### config.mk
export PLATFORM = sky130hd
export DESIGN_NAME = fcmp_sched
export DESIGN_NICKNAME = d
export VERILOG_FILES = /design/src/rtl/fcmp_pkg.sv /design/src/rtl/fcmp_rr_arb.sv /design/src/rtl/flt.sv /design/src/rtl/fcmp_sched.sv
export SDC_FILE = /design/constraint.sdc
export NUM_CORES = 1
export LEC_CHECK = 0
export BUFFER_PORTS_ARGS = -buffer_cell sky130_fd_sc_hd__buf_4
export CAP_MARGIN = 20
export CORE_UTILIZATION = 53
export DETAILED_ROUTE_END_ITERATION = 12
export PLACE_DENSITY = 0.87
export SYNTH_ARGS = -nofsm -noshare
export SYNTH_HDL_FRONTEND = slang
export SYNTH_SLANG_ARGS = --single-unit
### constraint.sdc
create_clock -name clk -period 3.3 [get_ports clk]
set_input_delay 0.66 -clock clk [delete_from_list [all_inputs] [get_ports clk]]
set_output_delay 0.66 -clock clk [all_outputs]
set_load 0.005 [all_outputs]
### src/rtl/fcmp_pkg.sv
// Shared types and FP32 field constants for the fcmp_sched comparator sequencer.
package fcmp_pkg;

  localparam int unsigned FP_W    = 32;
  localparam int unsigned EXP_MSB = 30;
  localparam int unsigned EXP_LSB = 23;
  localparam int unsigned MAN_MSB = 22;
  localparam logic [7:0]  EXP_ALL1 = 8'hFF;

  typedef enum logic [1:0] {
    FCMP_FLT = 2'b00,
    FCMP_FLE = 2'b01,
    FCMP_FEQ = 2'b10,
    FCMP_RSV = 2'b11
  } fcmp_op_e;

  typedef enum logic [1:0] {
    IDLE  = 2'b00,
    PASS1 = 2'b01,
    PASS2 = 2'b10,
    RESP  = 2'b11
  } fcmp_state_e;

  typedef struct packed {
    fcmp_op_e        op;
    logic [FP_W-1:0] x1;
    logic [FP_W-1:0] x2;
  } fcmp_req_t;

  function automatic logic is_nan(input logic [FP_W-1:0] x);
    return (x[EXP_MSB:EXP_LSB] == EXP_ALL1) && (x[MAN_MSB:0] != '0);
  endfunction

endpackage

### src/rtl/fcmp_rr_arb.sv
// Two-way round-robin grant; the pointer flips away from whichever side was granted.
module fcmp_rr_arb (
  input  logic clk,
  input  logic rstn,
  input  logic valid0,
  input  logic valid1,
  input  logic advance,
  output logic grant0,
  output logic grant1
);

  logic ptr_q;  // 0: req0 has priority, 1: req1 has priority

  assign grant0 = valid0 & (~valid1 | ~ptr_q);
  assign grant1 = valid1 & (~valid0 |  ptr_q);

  always_ff @(posedge clk or negedge rstn) begin
    if (!rstn) begin
      ptr_q <= 1'b0;
    end else if (advance) begin
      ptr_q <= grant0;
    end
  end

endmodule

### src/rtl/flt.sv
// IEEE single less-than on sign/magnitude; +0 and -0 compare equal, no NaN handling.
module flt (
  input  logic [31:0] a,
  input  logic [31:0] b,
  output logic        lt
);

  logic [30:0] mag_a;
  logic [30:0] mag_b;

  assign mag_a = a[30:0];
  assign mag_b = b[30:0];

  always_comb begin
    lt = 1'b0;
    if ((mag_a == '0) && (mag_b == '0)) begin
      lt = 1'b0;
    end else if (a[31] != b[31]) begin
      lt = a[31];
    end else if (a[31]) begin
      lt = (mag_a > mag_b);
    end else begin
      lt = (mag_a < mag_b);
    end
  end

endmodule

### src/rtl/fcmp_sched.sv
// Shares one flt comparator between two requesters for FLT/FLE/FEQ.
// Define FCMP_NAN_EN to force NaN-operand results to 0 in a single pass.
module fcmp_sched
  import fcmp_pkg::*;
#(
  parameter int unsigned TAG_W = 5
) (
  input  logic             clk,
  input  logic             rstn,
  input  logic             req0_valid,
  output logic             req0_ready,
  input  logic [1:0]       req0_op,
  input  logic [31:0]      req0_x1,
  input  logic [31:0]      req0_x2,
  input  logic [TAG_W-1:0] req0_tag,
  input  logic             req1_valid,
  output logic             req1_ready,
  input  logic [1:0]       req1_op,
  input  logic [31:0]      req1_x1,
  input  logic [31:0]      req1_x2,
  input  logic [TAG_W-1:0] req1_tag,
  output logic             resp_valid,
  input  logic             resp_ready,
  output logic             resp_y,
  output logic             resp_src,
  output logic [TAG_W-1:0] resp_tag
);

  fcmp_state_e      state_q, state_d;
  fcmp_req_t        cur_q, in_req;
  logic [TAG_W-1:0] tag_q;
  logic             src_q;
  logic             lt1_q;
  logic             grant0, grant1;
  logic             accept_ok, accept;
  logic             set_resp, resp_done, y_c;
  logic             swap, lt, flagged;
  logic [31:0]      cmp_a, cmp_b;

  fcmp_rr_arb u_arb (
    .clk     (clk),
    .rstn    (rstn),
    .valid0  (req0_valid),
    .valid1  (req1_valid),
    .advance (accept),
    .grant0  (grant0),
    .grant1  (grant1)
  );

  assign req0_ready = grant0 & accept_ok;
  assign req1_ready = grant1 & accept_ok;

  assign in_req = grant1 ? '{op: fcmp_op_e'(req1_op), x1: req1_x1, x2: req1_x2}
                         : '{op: fcmp_op_e'(req0_op), x1: req0_x1, x2: req0_x2};

  // Second FEQ pass and FLE both feed the operands reversed
  assign swap  = (state_q == PASS2) | (cur_q.op == FCMP_FLE);
  assign cmp_a = swap ? cur_q.x2 : cur_q.x1;
  assign cmp_b = swap ? cur_q.x1 : cur_q.x2;

  flt u_flt (
    .a  (cmp_a),
    .b  (cmp_b),
    .lt (lt)
  );

`ifdef FCMP_NAN_EN
  logic nan_q;

  always_ff @(posedge clk or negedge rstn) begin
    if (!rstn) begin
      nan_q <= 1'b0;
    end else if (accept) begin
      nan_q <= is_nan(in_req.x1) | is_nan(in_req.x2);
    end
  end

  assign flagged = nan_q;
`else
  assign flagged = 1'b0;
`endif

  always_ff @(posedge clk or negedge rstn) begin
    if (!rstn) begin
      state_q <= IDLE;
    end else begin
      state_q <= state_d;
    end
  end

  // Next state, accept window and pass result
  always_comb begin
    state_d   = state_q;
    accept_ok = 1'b0;
    set_resp  = 1'b0;
    resp_done = 1'b0;
    y_c       = 1'b0;
    case (state_q)
      IDLE: accept_ok = rstn;
      PASS1: begin
        if ((cur_q.op == FCMP_FEQ) && !flagged) begin
          state_d = PASS2;
        end else begin
          state_d  = RESP;
          set_resp = 1'b1;
          if (!flagged) begin
            case (cur_q.op)
              FCMP_FLT: y_c = lt;
              FCMP_FLE: y_c = ~lt;
              default:  y_c = 1'b0;
            endcase
          end
        end
      end
      PASS2: begin
        state_d  = RESP;
        set_resp = 1'b1;
        y_c      = ~lt1_q & ~lt;
      end
      RESP: begin
        if (resp_ready) begin
          resp_done = 1'b1;
          accept_ok = rstn;
          state_d   = IDLE;
        end
      end
      default: state_d = IDLE;
    endcase
    accept = accept_ok & (grant0 | grant1);
    if (accept) begin
      state_d = PASS1;
    end
  end

  always_ff @(posedge clk or negedge rstn) begin
    if (!rstn) begin
      cur_q <= '0;
      tag_q <= '0;
      src_q <= 1'b0;
      lt1_q <= 1'b0;
    end else begin
      if (accept) begin
        cur_q <= in_req;
        tag_q <= grant1 ? req1_tag : req0_tag;
        src_q <= grant1;
      end
      if (state_q == PASS1) begin
        lt1_q <= lt;
      end
    end
  end

  // Response register holds until the consumer takes it
  always_ff @(posedge clk or negedge rstn) begin
    if (!rstn) begin
      resp_valid <= 1'b0;
      resp_y     <= 1'b0;
      resp_src   <= 1'b0;
      resp_tag   <= '0;
    end else if (set_resp) begin
      resp_valid <= 1'b1;
      resp_y     <= y_c;
      resp_src   <= src_q;
      resp_tag   <= tag_q;
    end else if (resp_done) begin
      resp_valid <= 1'b0;
    end
  end

endmodule

# --- Word-level counts from Yosys, hierarchy flattened ---
# Cells that the tools add are included.
classes:
  magnitude_cmp: 2
  reduce_logical: 8
  eq_ne: 7
  muxes: 22
  bitwise: 15
ops:
  columns: ["cell", "n"]
  rows:
  - ["$mux 66", 1]
  - ["$mux 32", 2]
  - ["$logic_not 31->1", 2]
  - ["$gt 31x31->1", 1]
  - ["$lt 31x31->1", 1]
  - ["$mux 1", 11]
  - ["$pmux 1 s2", 4]
  - ["$and 1x1->1", 6]
  - ["$eq 2x2->1 const B", 3]
  - ["$pmux 2 s3", 1]
  - ["$mux 5", 1]
  - ["$not 1->1", 5]
  - ["$eq 2x1->1 const B", 2]
  - ["$logic_not 2->1", 2]
  - ["$mux 2", 2]
  - ["$or 1x1->1", 4]
  - ["$reduce_bool 4->1", 1]
  - ["$ne 3x3->1 const B", 1]
  - ["$reduce_and 2->1", 1]
  - ["$reduce_bool 2->1", 1]
  - ["$logic_and 1x1->1", 1]
  - ["$ne 1x1->1", 1]
word_totals:
  out_inout_bits: 10
  register_bits: 84
  word_cells: 66
  in_bits: 147

# --- Logic depth before layout (Yosys ltp) ---
# Gate-level depths: netlist (run 1).
logic_depth:
  ltp_word: 11
  mapped_depth: 12
  mapped_depth_nobuf: 11

# --- Cells and area by module ---
# From an unflattened synthesis (run 1), not the netlist that was laid out.
hier_totals:
  hier_cells: 492
  area_unflattened_um2: 6257.3
by_module_without_submodules:
  columns: ["module", "seq_area_each_um2", "cells_each", "instances", "area_each_um2"]
  rows:
  - ["fcmp_sched", 2077.0, 354, 1, 5271.3]
  - ["flt", 0.0, 133, 1, 923.4]
  - ["fcmp_rr_arb", 25.0, 5, 1, 62.6]

# --- Least setup slack after synthesis (run 1) ---
# Ideal clock, no wire load.
synth_path:
  kind: "input -> output"
  startpoint: "input req0_valid"
  endpoint: "output req0_ready"
  required_ns: 2.640
  arrival_ns: 1.795
  path_stages: 5
  path_slack_ns: 0.845
  path_buffers: 2
  path_cell_list: "inv_1 > o21ai_0 > clkbuf_1 > clkbuf_1 > and3_1"
synth_via:
  elab_chain_len: 2
synth_rtl:
  columns: ["element", "line_no", "text"]
  rows:
  - ["start: declaration", "fcmp_sched.sv:10", "input logic req0_valid,"]
  - ["$and 1x1->1", "fcmp_rr_arb.sv:14", "assign grant0 = valid0 & (~valid1 | ~ptr_q);"]
  - ["$and 1x1->1", "fcmp_sched.sv:50", "assign req0_ready = grant0 & accept_ok;"]
  - ["end: declaration", "fcmp_sched.sv:11", "output logic req0_ready,"]
# No other way between the ends.

# --- Worst setup path in the final report (run 1) ---
layout_path:
  startpoint: "register state_q[1]"
  endpoint: "output req1_ready"
layout_via:
  elab_chain_len: 3
  word_cells_on_any_way: 4
  classes_between: "1 x eq/ne; 1 x mux; 1 x bitwise; 1 x reduce/logical"
layout_rtl:
  columns: ["element", "line_no", "text"]
  rows:
  - ["start: declaration", "fcmp_sched.sv:29", "fcmp_state_e state_q, state_d;"]
  - ["start signal: assignment", "fcmp_sched.sv:87", "state_q <= state_d;"]
  - ["$eq 2x2->1 or $logic_not 2->1 (tied branches)", "fcmp_sched.sv:98", "case (state_q)"]
  - ["$pmux 1 s2 *", "fcmp_sched.sv:98", null]
  - ["$and 1x1->1 *", "fcmp_sched.sv:51", "assign req1_ready = grant1 & accept_ok;"]
  - ["end: declaration", "fcmp_sched.sv:17", "output logic req1_ready,"]
# Mark *: on every way between the ends. The rest lies on a longest branch, timed or not.

==> results of run 1 <==
==> metrics by stage <==
step	area [um^2]	instances	hold WS (ns)
5_1_grt	7110	902	0.397
2_1_floorplan	5590	616	0.364
6_report	7110	902	0.372
3_3_place_gp	6880	886	0.452
3_5_place_dp	6880	886	0.468
4_1_cts	7110	902	0.376
==> placed cells by master, fill, tap and decap left out, types with 3 or more instances in the layout <==
cell type | synthesis | final
a21oi_1 | 11 | 11
a22oi_1 | 3 | 3
a31oi_1 | 6 | 6
a41oi_1 | 3 | 3
and3_1 | 3 | 3
buf_4 | 0 | 161
clkbuf_8 | 0 | 9
dfrtp_1 | 84 | 84
ha_1 | 5 | 5
inv_1 | 29 | 29
inv_6 | 0 | 3
maj3_1 | 18 | 18
maj3_2 | 3 | 3
mux2_2 | 6 | 6
mux2i_1 | 71 | 71
nand2_1 | 89 | 89
nand2b_1 | 21 | 21
nand3_1 | 10 | 10
nand4_1 | 5 | 5
nand4b_1 | 3 | 3
nor2_1 | 19 | 19
nor2b_1 | 9 | 9
nor3_1 | 9 | 9
nor4_1 | 10 | 10
o211ai_1 | 6 | 6
o21a_1 | 3 | 3
o21ai_0 | 82 | 81
o21ai_1 | 4 | 3
o22ai_1 | 4 | 4
o32ai_1 | 4 | 4
or2b_2 | 3 | 3
xnor2_1 | 16 | 16
==> worst paths after layout <==
path                                    to
worst max register to register      resp_y
min in group clk                     src_q
worst min register to register       src_q
worst max-delay path            req1_ready
worst min-delay path             cur_q[19]
max in group asynchronous         cur_q[8]
==> layer usage <==
layer,routed length [um],track usage,vias up,share of wire
met2,7690,0.510,136,0.52
met4,276,0.0905,0,0.019
met3,469,0.0312,22,0.032
met5,0,0,-,0
met1,6390,0.352,2440,0.43
li1,-,-,2497,-
==> power by group <==
part | leakage [nW] | total [mW] | internal, mW | switching, mW
combinational | 2.22 | 3.05 | 1.43 | 1.62
clock | 0.113 | 0.881 | 0.440 | 0.440
sequential | 1.06 | 2.11 | 1.49 | 0.626
==> cell type report <==
cell class / count / area [um^2]
tap: 136 / 170
timing repair buffer: 163 / 1250
sequential: 84 / 2100
multi-input combinational: 472 / 3240
clock inverter: 7 / 105
inverter: 31 / 119
clock buffer: 9 / 124
fill: 837 / 3170
==> flip-flops by register name, summed over array words and instances, names as in the netlist, 2 cells and up <==
| signal | count |
|---|---|
| state_q | 2 |
| resp_tag | 5 |
| tag_q | 5 |
| cur_q | 66 |
==> kinds of logic (layout without fill, tap and decap cells) <==
kind of cell	Yosys count	count (layout)	synth area share
adders and majority gates	26	26	0.0495
buffers and inverters	60	210	0.0482
xor gates and xnor gates	16	16	0.0251
muxes	77	77	0.139
and+or+nand+nor	203	203	0.192
DFF	84	84	0.376
AOI/OAI and AO/OA	150	150	0.169
==> flow_metrics.env, run 1 <==
export IMPL_root_buffer="clkbuf_8"
export IMPL_dpl_worst_slack_ns=0.482
export IMPL_synthDominantCellAreaShare=0.376
export IMPL_grt_overflow_total=0
export IMPL_antenna_found_initial=0
export IMPL_clkSlewWorstSetupHoldPaths_ns=0.10
export IMPL_reg2reg_from="state_q[0]"
export IMPL_worstPathRequired_ns=2.64
export IMPL_grt_pass1_vias=5200
export IMPL_slew_viol_final=0
export IMPL_postCtsSetupRepairBufs=0
export IMPL_fmax_mhz=342
export IMPL_synth_most_common_cell="nand2_1"
export IMPL_crit_arrival_ns=2.27
export IMPL_power_mw=6.04
export IMPL_syn_cell_area_um2=5590
export IMPL_drv_cap=0
export IMPL_crit_buf_inv=3
export IMPL_crit_cells=6
export IMPL_cts_hold_buf=0
export IMPL_antenna_cells=0
export IMPL_cts_buffers=9
export IMPL_htreeDepth=3
export IMPL_synth_area_leaders="dfrtp_1 (38%), mux2i_1 (13%), o21ai_0 (7.3%)"
export IMPL_cp_max_fo=7
export IMPL_power_leakage_nw=3.39
export IMPL_coreArea_um2=10300
export IMPL_antenna_left=0
export IMPL_synth_flop_cell="dfrtp_1"
export IMPL_gp_congestion=0.883
export IMPL_hpwl_um=11400
export IMPL_slowest_delay_ns=0.65
export IMPL_num_io_pins=157
export IMPL_async_flop_share=1.00
export IMPL_synth_top_cell_by_area="dfrtp_1"
export IMPL_end_kind="output pin"
export IMPL_period_minus_slack_ns=2.93
export IMPL_yosys_cell_types_count=72
export IMPL_ys_warn_count=0
export IMPL_avgRoutedWirePerCell_um=16.4
export IMPL_start_util=0.544
export IMPL_wirelength_um=14800
export IMPL_cts_num_sinks=84
export IMPL_clock_skew_ns=0.0120
export IMPL_synth_edf_count=0
export IMPL_hold_path_class="in -> async"
export IMPL_grt_max_degree=91
export IMPL_finalCritPeriodShare=0.887
export IMPL_fp_dieW_um=105
export IMPL_tns_ns=0
export IMPL_clk_latency_ns=0.36
export IMPL_die_area_um2=11000
export IMPL_track_usage=0.283
export IMPL_vias=5095
export IMPL_clockBufferDepth=2
export IMPL_postSynthAreaPerCell_um2=9.07
export IMPL_critPathLaunchType="flip-flop"
export IMPL_crit_top_cell="inv_1"
export IMPL_io_buffer_count=156
export IMPL_synth_cells=616
export IMPL_drive_gt1_frac=0.277
export IMPL_drtIter0Drc=214
export IMPL_setup_slack_ns=0.373
export IMPL_rsz0062_at_grt="false"
export IMPL_num_rows=37
export IMPL_synth_seq_area_share=0.376
export IMPL_cts_resized_gates=0
export IMPL_slowest_stage="nor3b_1"
export IMPL_startpoint="state_q[1]"
export IMPL_final_util=0.692
export IMPL_synth_seq_cells=84
export IMPL_finalSetupViolCount=0
export IMPL_reg2reg_depth=11
export IMPL_dr_pass1_iters=5
export IMPL_status="completed"
export IMPL_die_h_um=105
export IMPL_ys_top_cells_by_count="nand2_1 (89), dfrtp_1 (84), o21ai_0 (82)"
export IMPL_critPathTopFamily="simple AND/OR/NAND/NOR gates"
export IMPL_crit_chain="inv_1 -> ha_1 -> nor3b_1 -> nand2b_1 -> inv_1 -> buf_4"
export IMPL_slew_headroom=0.499
export IMPL_cts_tree="done"
export IMPL_nets=913
export IMPL_grt_pass1_wl_um=24700
export IMPL_peakVddDrop_uv=426
export IMPL_crit_type="reg -> out"
export IMPL_syn_nets=768
export IMPL_hold_violations=0
export IMPL_power_density_nw_per_um2=850
export IMPL_syn2layout_area_growth_pct=27.2
export IMPL_reg2reg_slack_ns=0.40
export IMPL_worst_pin_slew_ns=0.749
export IMPL_post_drt_via_cell_ratio=5.65
export IMPL_drc=0
(Power assumes the default switching activity.)
==> run 2: changes to the inputs <==
- clock period: 3.3 -> 3.2 ns (I/O delays scaled with it)
==> flow_metrics.env, run 2 (synthesis results as in run 1) <==
export IMPL_crit_top_cell="inv_1"
export IMPL_vias=5105
export IMPL_end_kind="output pin"
export IMPL_fillCellCount=801
export IMPL_cts_tree="done"
export IMPL_nets=914
export IMPL_num_io_pins=157
export IMPL_gp_congestion=0.904
export IMPL_cts_num_sinks=84
export IMPL_clockBufferDepth=2
export IMPL_slowest_delay_ns=0.61
export IMPL_critPathLaunchType="flip-flop"
export IMPL_root_buffer="clkbuf_8"
export IMPL_clk_latency_ns=0.38
export IMPL_drtIter0Drc=281
export IMPL_fp_dieW_um=105
export IMPL_grt_pass1_vias=5067
export IMPL_avgRoutedWirePerCell_um=16.6
export IMPL_coreArea_um2=10300
export IMPL_die_h_um=105
export IMPL_crit_arrival_ns=2.29
export IMPL_fmax_mhz=341
export IMPL_wirelength_um=14900
export IMPL_clkSlewWorstSetupHoldPaths_ns=0.09
export IMPL_drive_gt1_frac=0.276
export IMPL_peakVddDrop_uv=554
export IMPL_rsz0062_at_grt="false"
export IMPL_largest_reg_flops=66
export IMPL_slew_viol_final=0
export IMPL_hpwl_um=11600
export IMPL_grt_overflow_total=0
export IMPL_post_drt_via_cell_ratio=5.65
export IMPL_dp_cells=887
export IMPL_power_mw=6.07
export IMPL_reg2reg_depth=11
export IMPL_start_util=0.544
export IMPL_power_density_nw_per_um2=859
export IMPL_reg_top3="cur_q: 66 flops, resp_tag: 5 flops, tag_q: 5 flops"
export IMPL_postCtsSetupRepairBufs=0
export IMPL_htreeDepth=3
export IMPL_slowest_stage="nor3b_1"
export IMPL_finalSetupViolCount=0
export IMPL_layout_commonest_cell="buf_4"
export IMPL_finalCritPeriodShare=0.916
export IMPL_io_buffer_count=156
export IMPL_hold_path_class="in -> async"
export IMPL_period_minus_slack_ns=2.93
export IMPL_dr_pass1_iters=5
export IMPL_worstPathRequired_ns=2.56
export IMPL_cts_buffers=9
export IMPL_dpl_worst_slack_ns=0.383
export IMPL_cts_hold_buf=0
export IMPL_drv_cap=0
export IMPL_track_usage=0.287
export IMPL_antenna_left=0
export IMPL_mostFrequentLayoutCells="buf_4 (162), nand2_1 (89), dfrtp_1 (84), o21ai_0 (81), mux2i_1 (71)"
export IMPL_power_leakage_nw=3.36
export IMPL_drc=0
export IMPL_die_area_um2=11000
export IMPL_grt_pass1_wl_um=24700
export IMPL_tns_ns=0
export IMPL_stdcell_count=903
export IMPL_clock_skew_ns=0.0143
export IMPL_grt_max_degree=77
export IMPL_syn2layout_area_growth_pct=26.6
export IMPL_cts_resized_gates=0
export IMPL_hold_violations=0
export IMPL_final_util=0.688
export IMPL_worst_pin_slew_ns=0.731
export IMPL_antenna_cells=0
export IMPL_status="completed"
export IMPL_regMostFlops="cur_q"
export IMPL_slew_headroom=0.511
export IMPL_setup_slack_ns=0.268
export IMPL_antenna_found_initial=0
export IMPL_cp_max_fo=4
export IMPL_crit_chain="inv_1 -> ha_1 -> nor3b_1 -> nand2b_1 -> inv_1 -> buf_4"
export IMPL_crit_type="reg -> out"
export IMPL_num_rows=37
==> run 2: cell count changes in the layout (fill, tap and decap cells not counted) <==
cell        before  now
clkinvlp_4       1    3
buf_4          161  162
clkbuf_1         0    1
clkbuf_8         9   11
inv_8            1    0
bufinv_16        2    0
inv_6            3    1
==> run 2: routing by layer <==
| layer | vias up | global-route usage | routed length, um |
|---|---|---|---|
| li1 | 2492 | - | - |
| met1 | 2461 | 0.351 | 6370 |
| met2 | 135 | 0.518 | 7710 |
| met3 | 17 | 0.0343 | 585 |
| met4 | 0 | 0.104 | 282 |
| met5 | - | 0 | 0 |
==> run 2: final timing paths <==
path                             from  slack (ns)    endpoint
max                        state_q[0]        0.27  req1_ready
min                              rstn        0.34   cur_q[19]
max reg2reg                state_q[0]        0.29      resp_y
min reg2reg                  tag_q[0]        0.48    tag_q[0]
max in group asynchronous        rstn        1.84       lt1_q
min in group clk             tag_q[0]        0.48    tag_q[0]
==> run 2: power by group <==
part	internal [mW]	switching, mW
logic	1.48	1.68
registers	1.54	0.649
clock network	0.327	0.404
==> run 2: final cells by class <==
type	count	area (um^2)	share of cell area
timing repair buffer	164	1260	0.178
clock buffer	12	155	0.0219
sequential	84	2100	0.297
tap	136	170	0.0241
multi-input combinational	472	3240	0.458
clock inverter	4	31.3	0.00442
inverter	31	119	0.0168
==> run 2: worst max-delay path: cells and delay by family, from the launching register on <==
kind	cells	cell delay (ns)
flip-flops	1	0.43
adder cells (fa/ha/maj)	1	0.36
AND/OR/NAND/NOR	2	0.77
buffers and inverters	3	0.35
==> run 2: metrics by stage <==
stage               hold slack (ns)  area (um^2)
finish                        0.344         7070
global placement              0.451         6890
detailed placement            0.466         6890
global route                  0.384         7070
floorplan                     0.344         5590
CTS                           0.362         7070
==> run 3: changes to the inputs <==
- ABC_AREA: unset -> 1
- clock period: 3.2 -> 3.3 ns (I/O delays scaled with it)
==> flow_metrics.env, run 3 <==
export IMPL_status="completed"
export IMPL_synth_area_leaders="dfrtp_1 (37%), nand2_1 (20%), a31oi_1 (8.0%)"
export IMPL_finalCritPeriodShare=0.869
export IMPL_reg2reg_from="state_q[0]"
export IMPL_syn_cell_area_um2=5650
export IMPL_power_mw=6.86
export IMPL_num_rows=37
export IMPL_critPathLaunchType="flip-flop"
export IMPL_yosys_cell_types_count=33
export IMPL_fp_dieW_um=105
export IMPL_regMostFlops="cur_q"
export IMPL_finalSetupViolCount=0
export IMPL_seqCellArea_um2=2100
export IMPL_reg_top3="cur_q: 66 flops, resp_tag: 5 flops, tag_q: 5 flops"
export IMPL_grt_pass1_vias=5554
export IMPL_synth_edf_count=0
export IMPL_cts_num_sinks=84
export IMPL_crit_type="reg -> reg"
export IMPL_post_drt_via_cell_ratio=5.27
export IMPL_setup_slack_ns=0.431
export IMPL_r2r_end="resp_y"
export IMPL_die_h_um=105
export IMPL_reg2reg_slack_ns=0.43
export IMPL_dpl_worst_slack_ns=0.464
export IMPL_antenna_found_initial=0
export IMPL_grt_max_degree=72
export IMPL_start_util=0.548
export IMPL_placed_cell_area_um2=6840
export IMPL_clk_latency_ns=0.37
export IMPL_syn_nets=984
export IMPL_cp_max_fo=36
export IMPL_vias=5833
export IMPL_layout_commonest_cell="nand2_1"
export IMPL_htreeDepth=3
export IMPL_slew_headroom=0.520
export IMPL_synth_most_common_cell="nand2_1"
export IMPL_worst_pin_slew_ns=0.721
export IMPL_syn2layout_area_growth_pct=24.7
export IMPL_grt_overflow_total=0
export IMPL_coreArea_um2=10300
export IMPL_synth_flop_cell="dfrtp_1"
export IMPL_clkSlewWorstSetupHoldPaths_ns=0.10
export IMPL_fmax_mhz=349
export IMPL_postSynthAreaPerCell_um2=6.80
export IMPL_hold_violations=0
export IMPL_drive_gt1_frac=0.208
export IMPL_synth_cells=832
export IMPL_tns_ns=0
export IMPL_hpwl_um=10800
export IMPL_num_io_pins=157
export IMPL_ys_warn_count=0
export IMPL_cts_resized_gates=0
export IMPL_root_buffer="clkbuf_8"
export IMPL_wirelength_um=14600
export IMPL_avgRoutedWirePerCell_um=13.2
export IMPL_crit_arrival_ns=3.12
export IMPL_end_kind="flip-flop"
export IMPL_slew_viol_final=0
export IMPL_largest_reg_flops=66
export IMPL_async_flop_share=1.00
export IMPL_peakVddDrop_uv=430
export IMPL_track_usage=0.277
export IMPL_cts_tree="done"
export IMPL_fillCellCount=917
export IMPL_power_leakage_nw=3.53
export IMPL_die_area_um2=11100
export IMPL_synth_top_cell_by_area="dfrtp_1"
export IMPL_cts_buffers=9
export IMPL_clock_skew_ns=0.0192
export IMPL_cts_hold_buf=0
export IMPL_antenna_left=0
export IMPL_synth_seq_cells=84
export IMPL_hold_path_class="in -> async"
export IMPL_rsz0062_at_grt="false"
export IMPL_ys_top_cells_by_count="nand2_1 (303), nor2_1 (99), dfrtp_1 (84)"
export IMPL_drv_cap=0
export IMPL_antenna_cells=0
export IMPL_gp_congestion=0.921
export IMPL_period_minus_slack_ns=2.87
export IMPL_mostFrequentLayoutCells="nand2_1 (302), buf_4 (163), nor2_1 (99), dfrtp_1 (84), a31oi_1 (72)"
export IMPL_drc=0
export IMPL_drtIter0Drc=450
export IMPL_clockBufferDepth=2
export IMPL_postLayoutCellArea_um2=7050
export IMPL_dp_cells=1091
export IMPL_stdcell_count=1107
export IMPL_postCtsSetupRepairBufs=0
export IMPL_nets=1118
export IMPL_synthDominantCellAreaShare=0.372
export IMPL_synth_seq_area_share=0.372
export IMPL_io_buffer_count=156
export IMPL_dr_pass1_iters=5
export IMPL_worstPathRequired_ns=3.56
export IMPL_reg2reg_depth=18
export IMPL_power_density_nw_per_um2=974
export IMPL_grt_pass1_wl_um=25100
export IMPL_multi_input_area_um2=3060
run 3: changes by cell type after synthesis, moves of 7 or more:
| cell | before | now |
|---|---|---|
| nand2_1 | 89 | 303 |
| nor2b_1 | 9 | 0 |
| a31oi_1 | 6 | 72 |
| o21ai_0 | 82 | 20 |
| maj3_1 | 18 | 0 |
| nand2b_1 | 21 | 0 |
| mux2i_1 | 71 | 1 |
| nand3_1 | 10 | 31 |
| inv_1 | 29 | 57 |
| buf_6 | 3 | 12 |
| o21ai_1 | 4 | 31 |
| nor2_1 | 19 | 99 |
| xor2_1 | 0 | 7 |
run 3: metrics by stage:
step | util | hold slack (ns)
global placement | 0.662 | 0.454
global route | 0.683 | 0.462
finish | 0.683 | 0.423
detailed placement | 0.662 | 0.462
floorplan | - | 0.364
CTS | 0.683 | 0.433
run 3: power by group:
group	internal [mW]	switching, mW	total [mW]
Clock	0.368	0.426	0.794
Sequential	1.56	0.595	2.16
Combinational	1.56	2.35	3.91
Total	3.49	3.38	6.86
run 3: cell type report:
cell class,count,share of cell area
sequential,84,0.298
clock inverter,7,0.0128
clock buffer,9,0.0176
timing repair buffer,165,0.179
multi-input combinational,644,0.435
inverter,62,0.0334
tap,136,0.0241
run 3: kinds of logic (layout without fill, tap and decap cells):
group	Yosys count	in the layout	share of synthesized area
adders and majority gates	5	5	0.0111
muxes	1	1	0.00177
AOI/OAI and AO/OA	145	145	0.152
buffers and inverters	104	243	0.0867
DFF	84	84	0.372
xor gates and xnor gates	29	29	0.0449
and+or+nand+nor	464	464	0.332
run 3: worst max path at each step:
| stage | from | to | slack (ns) | depth (start not counted) |
|---|---|---|---|---|
| 6_report | state_q[0] | resp_y | 0.43 | 18 |
| 5_1_grt | state_q[0] | resp_y | 0.03 | 21 |
| 4_1_cts | state_q[0] | resp_y | 0.46 | 18 |
| 3_5_place_dp | state_q[0] | resp_y | 0.46 | 17 |
| 3_3_place_gp | state_q[0] | resp_y | 0.60 | 18 |
| 2_1_floorplan | state_q[0] | resp_y | 1.09 | 18 |
run 3: worst max-delay path, cell delays in order, from the launching register on:
cell	delay (ns)
dfrtp_1	0.43
inv_1	0.14
ha_1	0.22
inv_2	0.11
nand2_2	0.30
buf_4	0.38
nand2_1	0.08
o21ai_1	0.11
nor2_1	0.08
a21oi_2	0.10
nand2_1	0.06
nand2_1	0.05
nand2_1	0.07
a21oi_2	0.14
nand3_1	0.11
nand2_2	0.08
nand3_2	0.09
a21oi_1	0.13
a21oi_1	0.08
run 3: per-layer routing:
layer | up-vias | global-route usage | share of wire
met1 | 2629 | 0.374 | 0.45
li1 | 2982 | - | -
met2 | 191 | 0.459 | 0.47
met5 | - | 0 | 0
met4 | 0 | 0.0865 | 0.020
met3 | 31 | 0.0402 | 0.057
